==> config.mk <==
export PLATFORM = sky130hd
export DESIGN_NAME = cam_array_flat
export DESIGN_NICKNAME = d
export VERILOG_FILES = /design/src/rtl/cam_pkg.sv /design/src/rtl/cam_if.sv /design/src/rtl/cam_entry.sv /design/src/rtl/cam_array.sv /design/src/flat_wrapper.sv
export SDC_FILE = /design/constraint.sdc
export NUM_CORES = 2
export LEC_CHECK = 0
export CORE_AREA = 10 10 377 379
export CTS_CLUSTER_SIZE = 25
export DETAILED_ROUTE_END_ITERATION = 6
export DIE_AREA = 0 0 387 389
export GPL_TIMING_DRIVEN = 0
export PLACE_DENSITY = 0.62
export SLEW_MARGIN = 15
export SYNTH_ARGS = -nofsm -noshare
export SYNTH_HDL_FRONTEND = slang
export SYNTH_SLANG_ARGS = --single-unit
==> constraint.sdc <==
create_clock -name clk -period 4.15 [get_ports clk]
set_input_delay 0.6225 -clock clk [delete_from_list [all_inputs] [get_ports clk]]
set_output_delay 0.6225 -clock clk [all_outputs]
set_load 0.02 [all_outputs]
==> src/rtl/cam_pkg.sv <==
`default_nettype none
// cam_pkg: entry type and match-vector helpers shared by the ternary CAM slice.
// Revision 1.0
package cam_pkg;

  // Widest key and deepest array the shared helpers support.
  localparam int CAM_MAX_WIDTH = 64;
  localparam int CAM_MAX_DEPTH = 256;

  typedef struct packed {
    logic [CAM_MAX_WIDTH-1:0] data;
    logic [CAM_MAX_WIDTH-1:0] mask;
    logic                     valid;
  } cam_entry_t;

  // Lowest set index wins; returns 0 for an all-zero vector.
  function automatic logic [7:0] cam_prio_enc(input logic [CAM_MAX_DEPTH-1:0] vec);
    logic [7:0] idx;
    idx = '0;
    for (int i = CAM_MAX_DEPTH - 1; i >= 0; i--) begin
      if (vec[i]) idx = 8'(i);
    end
    return idx;
  endfunction

  // Clearing the lowest set bit leaves something only if two or more were set.
  function automatic logic cam_multi_hit(input logic [CAM_MAX_DEPTH-1:0] vec);
    return (vec & (vec - CAM_MAX_DEPTH'(1))) != '0;
  endfunction

endpackage
`default_nettype wire

==> src/rtl/cam_if.sv <==
`default_nettype none
// cam_if: command and result bus of the ternary CAM array.
// Revision 1.0
interface cam_if #(
  parameter int WIDTH = 32,
  parameter int DEPTH = 16
);
  localparam int ADDR_W = $clog2(DEPTH);

  logic              write_enable_i;
  logic [ADDR_W-1:0] write_addr_i;
  logic [WIDTH-1:0]  write_data_i;
  logic [WIDTH-1:0]  write_mask_i;
  logic              invalidate_enable_i;
  logic [ADDR_W-1:0] invalidate_addr_i;
  logic              search_enable_i;
  logic [WIDTH-1:0]  search_data_i;
  logic              read_enable_i;
  logic [ADDR_W-1:0] read_addr_i;
  logic [WIDTH-1:0]  read_data_o;
  logic [WIDTH-1:0]  read_mask_o;
  logic              read_valid_o;
  logic              read_done_o;
  logic              search_done_o;
  logic [DEPTH-1:0]  match_vec_o;
  logic              hit_o;
  logic [ADDR_W-1:0] hit_index_o;
  logic              multi_hit_o;
  logic [ADDR_W:0]   occupancy_o;
  logic              full_o;

  modport master (
    output write_enable_i, write_addr_i, write_data_i, write_mask_i,
    output invalidate_enable_i, invalidate_addr_i,
    output search_enable_i, search_data_i, read_enable_i, read_addr_i,
    input  read_data_o, read_mask_o, read_valid_o, read_done_o,
    input  search_done_o, match_vec_o, hit_o, hit_index_o, multi_hit_o,
    input  occupancy_o, full_o
  );

  modport slave (
    input  write_enable_i, write_addr_i, write_data_i, write_mask_i,
    input  invalidate_enable_i, invalidate_addr_i,
    input  search_enable_i, search_data_i, read_enable_i, read_addr_i,
    output read_data_o, read_mask_o, read_valid_o, read_done_o,
    output search_done_o, match_vec_o, hit_o, hit_index_o, multi_hit_o,
    output occupancy_o, full_o
  );
endinterface
`default_nettype wire

==> src/rtl/cam_entry.sv <==
`default_nettype none
// cam_entry: storage for one ternary CAM row plus its combinational match.
// Revision 1.0
module cam_entry
  import cam_pkg::*;
#(
  parameter int WIDTH = 32
) (
  input  logic             clk,
  input  logic             reset,
  input  logic             write_en_i,
  input  logic [WIDTH-1:0] write_data_i,
  input  logic [WIDTH-1:0] write_mask_i,
  input  logic             invalidate_i,
  input  logic [WIDTH-1:0] search_data_i,
  output logic             match_o,
  output cam_entry_t       entry_o
);

  cam_entry_t entry_d, entry_q;

  // Write is applied after invalidate so a same-cycle write leaves the row valid.
  always_comb begin
    entry_d = entry_q;
    if (invalidate_i) entry_d.valid = 1'b0;
    if (write_en_i) begin
      entry_d.data  = CAM_MAX_WIDTH'(write_data_i);
      entry_d.mask  = CAM_MAX_WIDTH'(write_mask_i);
      entry_d.valid = 1'b1;
    end
  end

  always_ff @(posedge clk or negedge reset) begin
    if (!reset) entry_q <= '0;
    else        entry_q <= entry_d;
  end

  assign match_o = entry_q.valid &&
                   (((search_data_i ^ WIDTH'(entry_q.data)) & WIDTH'(entry_q.mask)) == '0);
  assign entry_o = entry_q;

endmodule
`default_nettype wire

==> src/rtl/cam_array.sv <==
`default_nettype none
// cam_array: DEPTH x WIDTH ternary CAM with registered search, read and occupancy.
// Revision 1.0
module cam_array
  import cam_pkg::*;
#(
  parameter int WIDTH = 32,
  parameter int DEPTH = 16
) (
  input logic  clk,
  input logic  reset,
  cam_if.slave bus
);

  localparam int ADDR_W = $clog2(DEPTH);

  logic [DEPTH-1:0] match_w;
  logic [DEPTH-1:0] valid_w;
  logic [DEPTH-1:0] we_w;
  logic [DEPTH-1:0] inv_w;
  cam_entry_t       entries_w [DEPTH];

  for (genvar i = 0; i < DEPTH; i++) begin : g_entry
    assign we_w[i]    = bus.write_enable_i && (bus.write_addr_i == ADDR_W'(i));
    assign inv_w[i]   = bus.invalidate_enable_i && (bus.invalidate_addr_i == ADDR_W'(i));
    assign valid_w[i] = entries_w[i].valid;

    cam_entry #(.WIDTH(WIDTH)) u_entry (
      .clk           (clk),
      .reset         (reset),
      .write_en_i    (we_w[i]),
      .write_data_i  (bus.write_data_i),
      .write_mask_i  (bus.write_mask_i),
      .invalidate_i  (inv_w[i]),
      .search_data_i (bus.search_data_i),
      .match_o       (match_w[i]),
      .entry_o       (entries_w[i])
    );
  end

  logic              inc_w, dec_w;
  logic [ADDR_W:0]   occupancy_d, occupancy_q;
  logic [DEPTH-1:0]  match_vec_d, match_vec_q;
  logic              hit_d, hit_q, multi_hit_d, multi_hit_q, search_done_d, search_done_q;
  logic [ADDR_W-1:0] hit_index_d, hit_index_q;
  logic [WIDTH-1:0]  read_data_d, read_data_q, read_mask_d, read_mask_q;
  logic              read_valid_d, read_valid_q, read_done_d, read_done_q;

  // Occupancy tracks valid-bit transitions; a same-address write cancels the invalidate.
  assign inc_w = bus.write_enable_i && !valid_w[bus.write_addr_i];
  assign dec_w = bus.invalidate_enable_i && valid_w[bus.invalidate_addr_i] &&
                 !(bus.write_enable_i && (bus.write_addr_i == bus.invalidate_addr_i));

  always_comb begin
    occupancy_d   = occupancy_q + (ADDR_W+1)'(inc_w) - (ADDR_W+1)'(dec_w);
    match_vec_d   = match_vec_q;
    hit_d         = hit_q;
    hit_index_d   = hit_index_q;
    multi_hit_d   = multi_hit_q;
    search_done_d = bus.search_enable_i;
    if (bus.search_enable_i) begin
      match_vec_d = match_w;
      hit_d       = |match_w;
      hit_index_d = ADDR_W'(cam_prio_enc(CAM_MAX_DEPTH'(match_w)));
      multi_hit_d = cam_multi_hit(CAM_MAX_DEPTH'(match_w));
    end
    read_data_d  = read_data_q;
    read_mask_d  = read_mask_q;
    read_valid_d = read_valid_q;
    read_done_d  = bus.read_enable_i;
    if (bus.read_enable_i) begin
      read_data_d  = WIDTH'(entries_w[bus.read_addr_i].data);
      read_mask_d  = WIDTH'(entries_w[bus.read_addr_i].mask);
      read_valid_d = entries_w[bus.read_addr_i].valid;
    end
  end

  always_ff @(posedge clk or negedge reset) begin
    if (!reset) begin
      occupancy_q   <= '0;
      match_vec_q   <= '0;
      hit_q         <= 1'b0;
      hit_index_q   <= '0;
      multi_hit_q   <= 1'b0;
      search_done_q <= 1'b0;
      read_data_q   <= '0;
      read_mask_q   <= '0;
      read_valid_q  <= 1'b0;
      read_done_q   <= 1'b0;
    end else begin
      occupancy_q   <= occupancy_d;
      match_vec_q   <= match_vec_d;
      hit_q         <= hit_d;
      hit_index_q   <= hit_index_d;
      multi_hit_q   <= multi_hit_d;
      search_done_q <= search_done_d;
      read_data_q   <= read_data_d;
      read_mask_q   <= read_mask_d;
      read_valid_q  <= read_valid_d;
      read_done_q   <= read_done_d;
    end
  end

  assign bus.occupancy_o   = occupancy_q;
  assign bus.full_o        = (occupancy_q == (ADDR_W+1)'(DEPTH));
  assign bus.match_vec_o   = match_vec_q;
  assign bus.hit_o         = hit_q;
  assign bus.hit_index_o   = hit_index_q;
  assign bus.multi_hit_o   = multi_hit_q;
  assign bus.search_done_o = search_done_q;
  assign bus.read_data_o   = read_data_q;
  assign bus.read_mask_o   = read_mask_q;
  assign bus.read_valid_o  = read_valid_q;
  assign bus.read_done_o   = read_done_q;

endmodule
`default_nettype wire

==> src/flat_wrapper.sv <==
// flat-port wrapper written by rule: the top's interface ports become plain ports
module cam_array_flat import cam_pkg::*;
#(
  parameter int WIDTH = 32,
  parameter int DEPTH = 16
)
  (clk, reset, bus_write_enable_i, bus_write_addr_i, bus_write_data_i, bus_write_mask_i, bus_invalidate_enable_i, bus_invalidate_addr_i, bus_search_enable_i, bus_search_data_i, bus_read_enable_i, bus_read_addr_i, bus_read_data_o, bus_read_mask_o, bus_read_valid_o, bus_read_done_o, bus_search_done_o, bus_match_vec_o, bus_hit_o, bus_hit_index_o, bus_multi_hit_o, bus_occupancy_o, bus_full_o);
  cam_if #(.WIDTH(WIDTH), .DEPTH(DEPTH)) bus_i ();
  input logic clk;
  input logic reset;
  input wire logic [$bits(bus_i.write_enable_i)-1:0] bus_write_enable_i;
  input wire logic [$bits(bus_i.write_addr_i)-1:0] bus_write_addr_i;
  input wire logic [$bits(bus_i.write_data_i)-1:0] bus_write_data_i;
  input wire logic [$bits(bus_i.write_mask_i)-1:0] bus_write_mask_i;
  input wire logic [$bits(bus_i.invalidate_enable_i)-1:0] bus_invalidate_enable_i;
  input wire logic [$bits(bus_i.invalidate_addr_i)-1:0] bus_invalidate_addr_i;
  input wire logic [$bits(bus_i.search_enable_i)-1:0] bus_search_enable_i;
  input wire logic [$bits(bus_i.search_data_i)-1:0] bus_search_data_i;
  input wire logic [$bits(bus_i.read_enable_i)-1:0] bus_read_enable_i;
  input wire logic [$bits(bus_i.read_addr_i)-1:0] bus_read_addr_i;
  output wire logic [$bits(bus_i.read_data_o)-1:0] bus_read_data_o;
  output wire logic [$bits(bus_i.read_mask_o)-1:0] bus_read_mask_o;
  output wire logic [$bits(bus_i.read_valid_o)-1:0] bus_read_valid_o;
  output wire logic [$bits(bus_i.read_done_o)-1:0] bus_read_done_o;
  output wire logic [$bits(bus_i.search_done_o)-1:0] bus_search_done_o;
  output wire logic [$bits(bus_i.match_vec_o)-1:0] bus_match_vec_o;
  output wire logic [$bits(bus_i.hit_o)-1:0] bus_hit_o;
  output wire logic [$bits(bus_i.hit_index_o)-1:0] bus_hit_index_o;
  output wire logic [$bits(bus_i.multi_hit_o)-1:0] bus_multi_hit_o;
  output wire logic [$bits(bus_i.occupancy_o)-1:0] bus_occupancy_o;
  output wire logic [$bits(bus_i.full_o)-1:0] bus_full_o;
  assign bus_i.write_enable_i = bus_write_enable_i;
  assign bus_i.write_addr_i = bus_write_addr_i;
  assign bus_i.write_data_i = bus_write_data_i;
  assign bus_i.write_mask_i = bus_write_mask_i;
  assign bus_i.invalidate_enable_i = bus_invalidate_enable_i;
  assign bus_i.invalidate_addr_i = bus_invalidate_addr_i;
  assign bus_i.search_enable_i = bus_search_enable_i;
  assign bus_i.search_data_i = bus_search_data_i;
  assign bus_i.read_enable_i = bus_read_enable_i;
  assign bus_i.read_addr_i = bus_read_addr_i;
  assign bus_read_data_o = bus_i.read_data_o;
  assign bus_read_mask_o = bus_i.read_mask_o;
  assign bus_read_valid_o = bus_i.read_valid_o;
  assign bus_read_done_o = bus_i.read_done_o;
  assign bus_search_done_o = bus_i.search_done_o;
  assign bus_match_vec_o = bus_i.match_vec_o;
  assign bus_hit_o = bus_i.hit_o;
  assign bus_hit_index_o = bus_i.hit_index_o;
  assign bus_multi_hit_o = bus_i.multi_hit_o;
  assign bus_occupancy_o = bus_i.occupancy_o;
  assign bus_full_o = bus_i.full_o;
  cam_array #(.WIDTH(WIDTH), .DEPTH(DEPTH)) u_core (.clk(clk), .reset(reset), .bus(bus_i));
endmodule
==> After elaboration in Yosys (flattened, before gate mapping) <==
Index checks and enable logic that the tools add are counted.
{ "totals": {"register_bits": 1134, "romBits": 0, "latchBits": 0, "in_bits": 114, "ramBits": 0, "word_cells": 275, "memories": 0} }
{ "op_classes": {"n_eq_ne": 32, "reduce_logical": 90, "n_mul": 0, "n_addsub": 3, "shifts": 0, "n_mux": 55, "n_lt_le_gt_ge": 3, "n_bitwise": 34, "n_div": 0} }
{ "ops": {"columns": ["op", "count"], "rows": [
  ["binary-select mux 129 bit (select 4 bit)", 1],
  ["bitwise AND 32 bit", 16],
  ["logical NOT 32 bit", 16],
  ["XOR 32 bit", 16],
  ["bitwise AND 16 x 256 -> 256 bit", 1],
  ["nonzero test 256 bit", 1],
  ["two-way mux 97 bit", 2],
  ["equality test 4 bit, second input constant", 16],
  ["two-way mux 4 bit", 16],
  ["logical AND 1 bit", 52],
  ["two-way mux 1 bit", 34],
  ["equality test 4 x 3 -> 1 bit, second input constant", 8],
  ["nonzero test 2 bit", 16],
  ["subtractor 16 x 1 -> 17 bit, second input constant", 1],
  ["equality test 4 x 2 -> 1 bit, second input constant", 4],
  ["OR reduction 16 bit", 1],
  ["less-than comparator 4 x 5 -> 1 bit, second input constant", 2],
  ["binary-select mux 1 bit (select 4 bit)", 2],
  ["equality test 4 x 1 -> 1 bit, second input constant", 2],
  ["logical NOT 4 bit", 2],
  ["adder 5 x 1 -> 5 bit", 1],
  ["equality test 5 bit, second input constant", 1],
  [">= comparator 5 bit, second input constant", 1],
  ["inverter 4 -> 5 bit", 1],
  ["3 further kinds", 4]
]} }

==> Depth between registers and ports, before layout <==
{ "depth": {"word_depth": 20, "ltp_mapped": 15} }

==> Hierarchy <==
From an unflattened synthesis, not the netlist that was laid out.
{ "hier_totals": {"cells_unflattened": 4982, "hier_area_um2": 65537.9} }
{ "modules_own_cells": {"columns": ["mod", "cells_per_inst", "area_each_um2", "seq_area_each_um2", "n_inst"], "rows": [
  ["cam_entry", 256, 3330.7, 1626.6, 16],
  ["cam_array", 886, 12246.7, 2352.3, 1]
]} }

==> Least setup slack after synthesis <==
Ideal clock, no wire load.
{ "synth_timing": {"path_kind": "input to register", "from": "input bus_invalidate_addr_i[0]", "to": "register u_core.occupancy_q[4] (netlist: u_core.bus.occupancy_o[4])", "cell_stages": 14, "arrival_ns": 3.348, "path_slack_ns": 0.677, "path_buffers": 1, "setup_time_ns": 0.125, "t_required_ns": 4.025, "path_cell_list": "clkbuf_1 > mux4_2 > mux4_2 > and3_1 > ha_1 > inv_1 > ha_1 > inv_1 > fa_1 > inv_1 > a21oi_1 > nor2_1 > nor2_1 > xnor2_1"} }
{ "synth_via": {"elab_chain_cells": 5} }
{ "synth_rtl": {"columns": ["element", "line_no", "source"], "rows": [
  ["start, declared", "flat_wrapper.sv:16", "input wire logic [$bits(bus_i.invalidate_addr_i)-1:0] bus_invalidate_addr_i;"],
  ["binary-select mux 1 bit (select 4 bit) / equality test 4 bit (equally long branches)", "cam_array.sv:51, cam_array.sv:52", null],
  ["two-way mux 1 bit (not written as such) / logical AND 1 bit (equally long branches)", "cam_array.sv:51, cam_array.sv:52", null],
  ["logical AND 1 bit / logical NOT 1 bit (equally long branches)", "cam_array.sv:51, cam_array.sv:52", null],
  ["logical AND 1 bit *", "cam_array.sv:51", "assign dec_w = bus.invalidate_enable_i && valid_w[bus.invalidate_addr_i] &&"],
  ["subtractor 5 x 1 -> 5 bit *", "cam_array.sv:55", "occupancy_d = occupancy_q + (ADDR_W+1)'(inc_w) - (ADDR_W+1)'(dec_w);"],
  ["via u_core.occupancy_d[4]", "cam_array.sv:42", "logic [ADDR_W:0] occupancy_d, occupancy_q;"],
  ["end signal, assigned", "cam_array.sv:91", "occupancy_q <= occupancy_d;"],
  ["end, declared", "cam_array.sv:42", null]
]} }
The timed path passes the listed nets; every way through them passes the cells marked *. The select of a mux whose other input is x is not followed.
A chain may end at the register's enable or synchronous reset.

==> Worst setup path after layout <==
{ "layout_timing": {"from": "input bus_search_data_i[29]", "to": "register u_core.multi_hit_q (netlist: u_core.bus.multi_hit_o)"} }
{ "layout_via": {"elab_chain_cells": 7} }
{ "layout_rtl": {"columns": ["element", "line_no", "source"], "rows": [
  ["start, declared", "flat_wrapper.sv:18", "input wire logic [$bits(bus_i.search_data_i)-1:0] bus_search_data_i;"],
  ["XOR 32 bit", "cam_entry.sv:39", "(((search_data_i ^ WIDTH'(entry_q.data)) & WIDTH'(entry_q.mask)) == '0);"],
  ["bitwise AND 32 bit", "cam_entry.sv:39", null],
  ["logical NOT 32 bit", "cam_entry.sv:39", null],
  ["logical AND 1 bit", "cam_entry.sv:38", "assign match_o = entry_q.valid &&"],
  ["subtractor 16 x 1 -> 17 bit", "cam_pkg.sv:28", "return (vec & (vec - CAM_MAX_DEPTH'(1))) != '0;"],
  ["bitwise AND 16 x 256 -> 256 bit *", "cam_pkg.sv:28", null],
  ["nonzero test 256 bit *", "cam_pkg.sv:28", null],
  ["end signal, assigned", "cam_array.sv:95", "multi_hit_q <= multi_hit_d;"],
  ["end, declared", "cam_array.sv:44", "logic hit_d, hit_q, multi_hit_d, multi_hit_q, search_done_d, search_done_q;"]
]} }
Every way passes the cells marked *; elsewhere a longest branch is shown, timed or not.

==> results.py <==
metrics = {
    "synth": {
        "synthesis.area_sq_um": 60000,
        "ys_types": 56,
        "synthAdderAreaFrac": 0.00175,
        "yosys.area_share.simple": 0.0386,
        "ys_warn_count": 0,
        "yosys-top-cells-area": "dfrtp_1 47%, mux2_2 20%, mux4_2 13%",
        "syn_avg_cell_area_sq_um": 13.9,
        "yosysSeqAreaShare": 0.473,
        "synth-edff-count": 0,
        "synthTopCellsByCount": "1,134 x dfrtp_1, 1,090 x mux2_2, 516 x xor2_1",
        "synth_top_family_by_area": "multiplexers",
        "ys_ff_latch": 1134,
        "synthMuxAreaShare": 0.330,
        "syn_nets": 4444,
        "synth_cells": 4323,
        "yosys.cell_count.top_type": "dfrtp_1",
        "yosysTopAreaCellShare": 0.473,
        "synthXorXnorAreaFrac": 0.0759,
        "dominantRegCellSynth": "dfrtp_1",
        "async_flop_share": 1.00,
        "yosys.area.top_type": "dfrtp_1",
        "synth_compound_area_frac": 0.0551,
    },
    "global_route": {
        "grt_max_degree": 154,
        "grt_pass1_wl_mm": 433,
        "antenna_found_initial": 31,
        "first_global_vias": 44730,
        "grt_usage": 0.437,
        "grt.overflow.total": 0,
    },
    "routing": {
        "via_count": 45572,
        "ant_nets": 0,
        "routedWlPerCell_microns": 51.2,
        "drt_iter0_drc": 6603,
        "routed_wirelength_mm": 335,
        "drc": 0,
        "firstDrtPassIters": 7,
        "vias_per_cell": 6.97,
    },
    "sta": {
        "fmax_mhz": 228,
        "maxSlewViolCount": 0,
        "final-hold-violation-count": 0,
        "grt_setup_unrepaired": "false",
        "setup_viol_count_final": 3,
        "period_minus_slack_ns": 4.39,
        "tns_ns": -0.299,
        "fin_crit_sh": 1.06,
        "skew_ns": 0.0319,
        "worst_slew_margin_rel": 0.00948,
        "tightest_slew_ns": 1.49,
        "setup_slack_ns": -0.244,
        "holdWs_ns": 0.289,
    },
    "finish": {
        "fin_nets": 4767,
        "finalNonFillerCells": 6540,
        "multi_input_area_sq_um": 30200,
        "area_delta_synth_final_pct": 14.8,
        "final_layout_size_suffix_gt1_frac": 0.373,
        "fillers": 11648,
        "regArea_sq_um": 28400,
        "utilization": 0.512,
    },
    "floorplan": {
        "ios": 209,
        "core_area_sq_um": 135000,
        "die_w_microns": 387,
        "start_util": 0.446,
        "die_area_sq_um": 151000,
        "rows": 135,
        "die_y_microns": 389,
    },
    "clock_network": {
        "htree_levels": 4,
        "cts_root_buf": "clkbuf_16",
        "clockBufferDepth": 3,
        "cts_tree": "built",
        "cts_buffers": 135,
        "cts.sinks": 1134,
        "cts_setup_buffers": 0,
        "clk_latency_ns": 0.82,
        "cts.reportedPaths.clkPinSlew_ns": 0.06,
    },
    "place": {
        "io_buffers": 168,
        "dp_hpwl_mm": 277,
        "globalplace.congestion": 1.07,
        "dp_cells": 6287,
    },
    "power_and_ir_drop": {
        "p_per_area_nw_per_um2": 634,
        "power.leakage_nw": 28.8,
        "ir_worst_vdd_uv": 343,
    },
    "worst_setup_path": {
        "r2r_slack_ns": -0.05,
        "critical_path_class": "in2reg",
        "cp.arrival_ns": 5.10,
        "cp_data_required_time_ns": 4.86,
        "regToRegStartpoint": "u_core.g_entry[0].u_entry.entry_o[94]",
        "crit_start": "bus_search_data_i[29]",
        "endpoint_kind": "register",
        "r2r-end": "u_core.bus.multi_hit_o",
        "worstSetupStartpointType": "input pin",
        "crit_fanout": 10,
        "r2r_cells": 10,
    },
    "flow_run": {
        "drv_cap": 0,
    },
    "worst_hold_path": {
        "hold_path.class": "in2async",
    },
    "outcome": {
        "failed_checks": "negative setup slack",
        "status": "finished, violations left",
    },
}
timing repair:
item | CTS | global route
gates resized for setup | 4 | 10
endpoints found under the hold margin | 27 | 0
pin swaps | 0 | 0
hold buffers | 1 | 0
setup endpoints to repair | 17 | 6
power by group:
group / internal [mW] / switching (mW) / total (mW)
combinational: 5.48 / 8.49 / 14.0
sequential: 13.7 / 3.85 / 17.5
clock: 6.96 / 5.22 / 12.2
total: 26.1 / 17.6 / 43.7
cells in the final DEF, fill, tap and decap left out, types with 7 or more instances in the layout:
master,n
diode_2,15
a221oi_1,16
inv_1,17
o21ai_0,44
xor2_2,7
clkbuf_16,137
nand3_1,42
clkinv_2,20
a22o_1,10
nand4_1,115
a222oi_1,16
nor2_1,8
dfrtp_1,1134
clkbuf_1,244
clkbuf_8,23
a22oi_1,334
bufinv_16,7
and4_1,11
xor2_1,509
buf_16,11
nor2_2,7
clkbuf_2,16
and3_1,8
buf_1,14
nand2_1,185
mux2_2,1090
nor3_1,11
buf_2,31
mux4_2,335
buf_6,21
nor4_1,27
clkdlybuf4s50_1,167
buf_4,27
metrics by stage:
step	instance area, sq um	power [mW]	worst slack, ns
2_1_floorplan	60000	22.7	0.677
4_1_cts	68800	43.0	0.0433
3_5_place_dp	64300	30.9	-1.01
3_3_place_gp	63900	30.7	-50.90
6_report	68900	43.7	-0.244
5_1_grt	68900	44.2	0.00560
per-layer routing:
| layer | global-route usage | up-vias | share of wire |
|---|---|---|---|
| li1 | - | 17060 | - |
| met1 | 0.491 | 24462 | 0.34 |
| met2 | 0.653 | 3186 | 0.44 |
| met3 | 0.143 | 858 | 0.10 |
| met4 | 0.411 | 6 | 0.12 |
| met5 | 0 | - | 0.00010 |
how the worst max path moves through the flow:
stage / endpoint / depth (start not counted)
3_3_place_gp: u_core.g_entry[4].u_entry.entry_o[80] / 1
4_1_cts: u_core.bus.read_mask_o[5] / 7
2_1_floorplan: u_core.bus.occupancy_o[4] / 14
6_report: u_core.bus.multi_hit_o / 12
3_5_place_dp: u_core.bus.read_mask_o[6] / 7
5_1_grt: u_core.bus.read_mask_o[4] / 7
registers in the layout, summed over array words and instances, names as in the netlist:
register                        count
u_core.bus.hit_o                    1
u_core.g_entry.u_entry.entry_o   1040
u_core.bus.match_vec_o             16
u_core.bus.read_done_o              1
u_core.bus.search_done_o            1
u_core.bus.read_valid_o             1
u_core.bus.occupancy_o              5
u_core.bus.hit_index_o              4
u_core.bus.read_data_o             32
u_core.bus.multi_hit_o              1
u_core.bus.read_mask_o             32
layout make-up:
type / instances / area share
repair buffers: 186 / 0.0300
inverters: 18 / 0.000980
clock inverters: 46 / 0.00841
plain buffers: 322 / 0.0219
clock buffers: 189 / 0.0559
flip-flops and latches: 1134 / 0.412
multi-input cells: 2849 / 0.438
well taps: 1781 / 0.0323
diodes: 15 / 0.000545
cells by family after synthesis:
group,count (synthesis)
compound gates,446
xor+xnor,520
fa+ha+maj,8
buf+inv,340
flops,1134
mux,1425
simple gates,450
worst max-delay path: stages:
cell       delay, ns
buf_2           0.39
buf_4           0.35
xor2_1          1.00
a22oi_1         0.46
nand4_1         0.21
nor4_1          0.07
nand4_1         0.14
nand2_1         0.40
a2111oi_0       0.45
nor3_1          0.23
or4_1           0.57
o22a_1          0.19
Note: power is estimated with default switching activity, not from simulation.
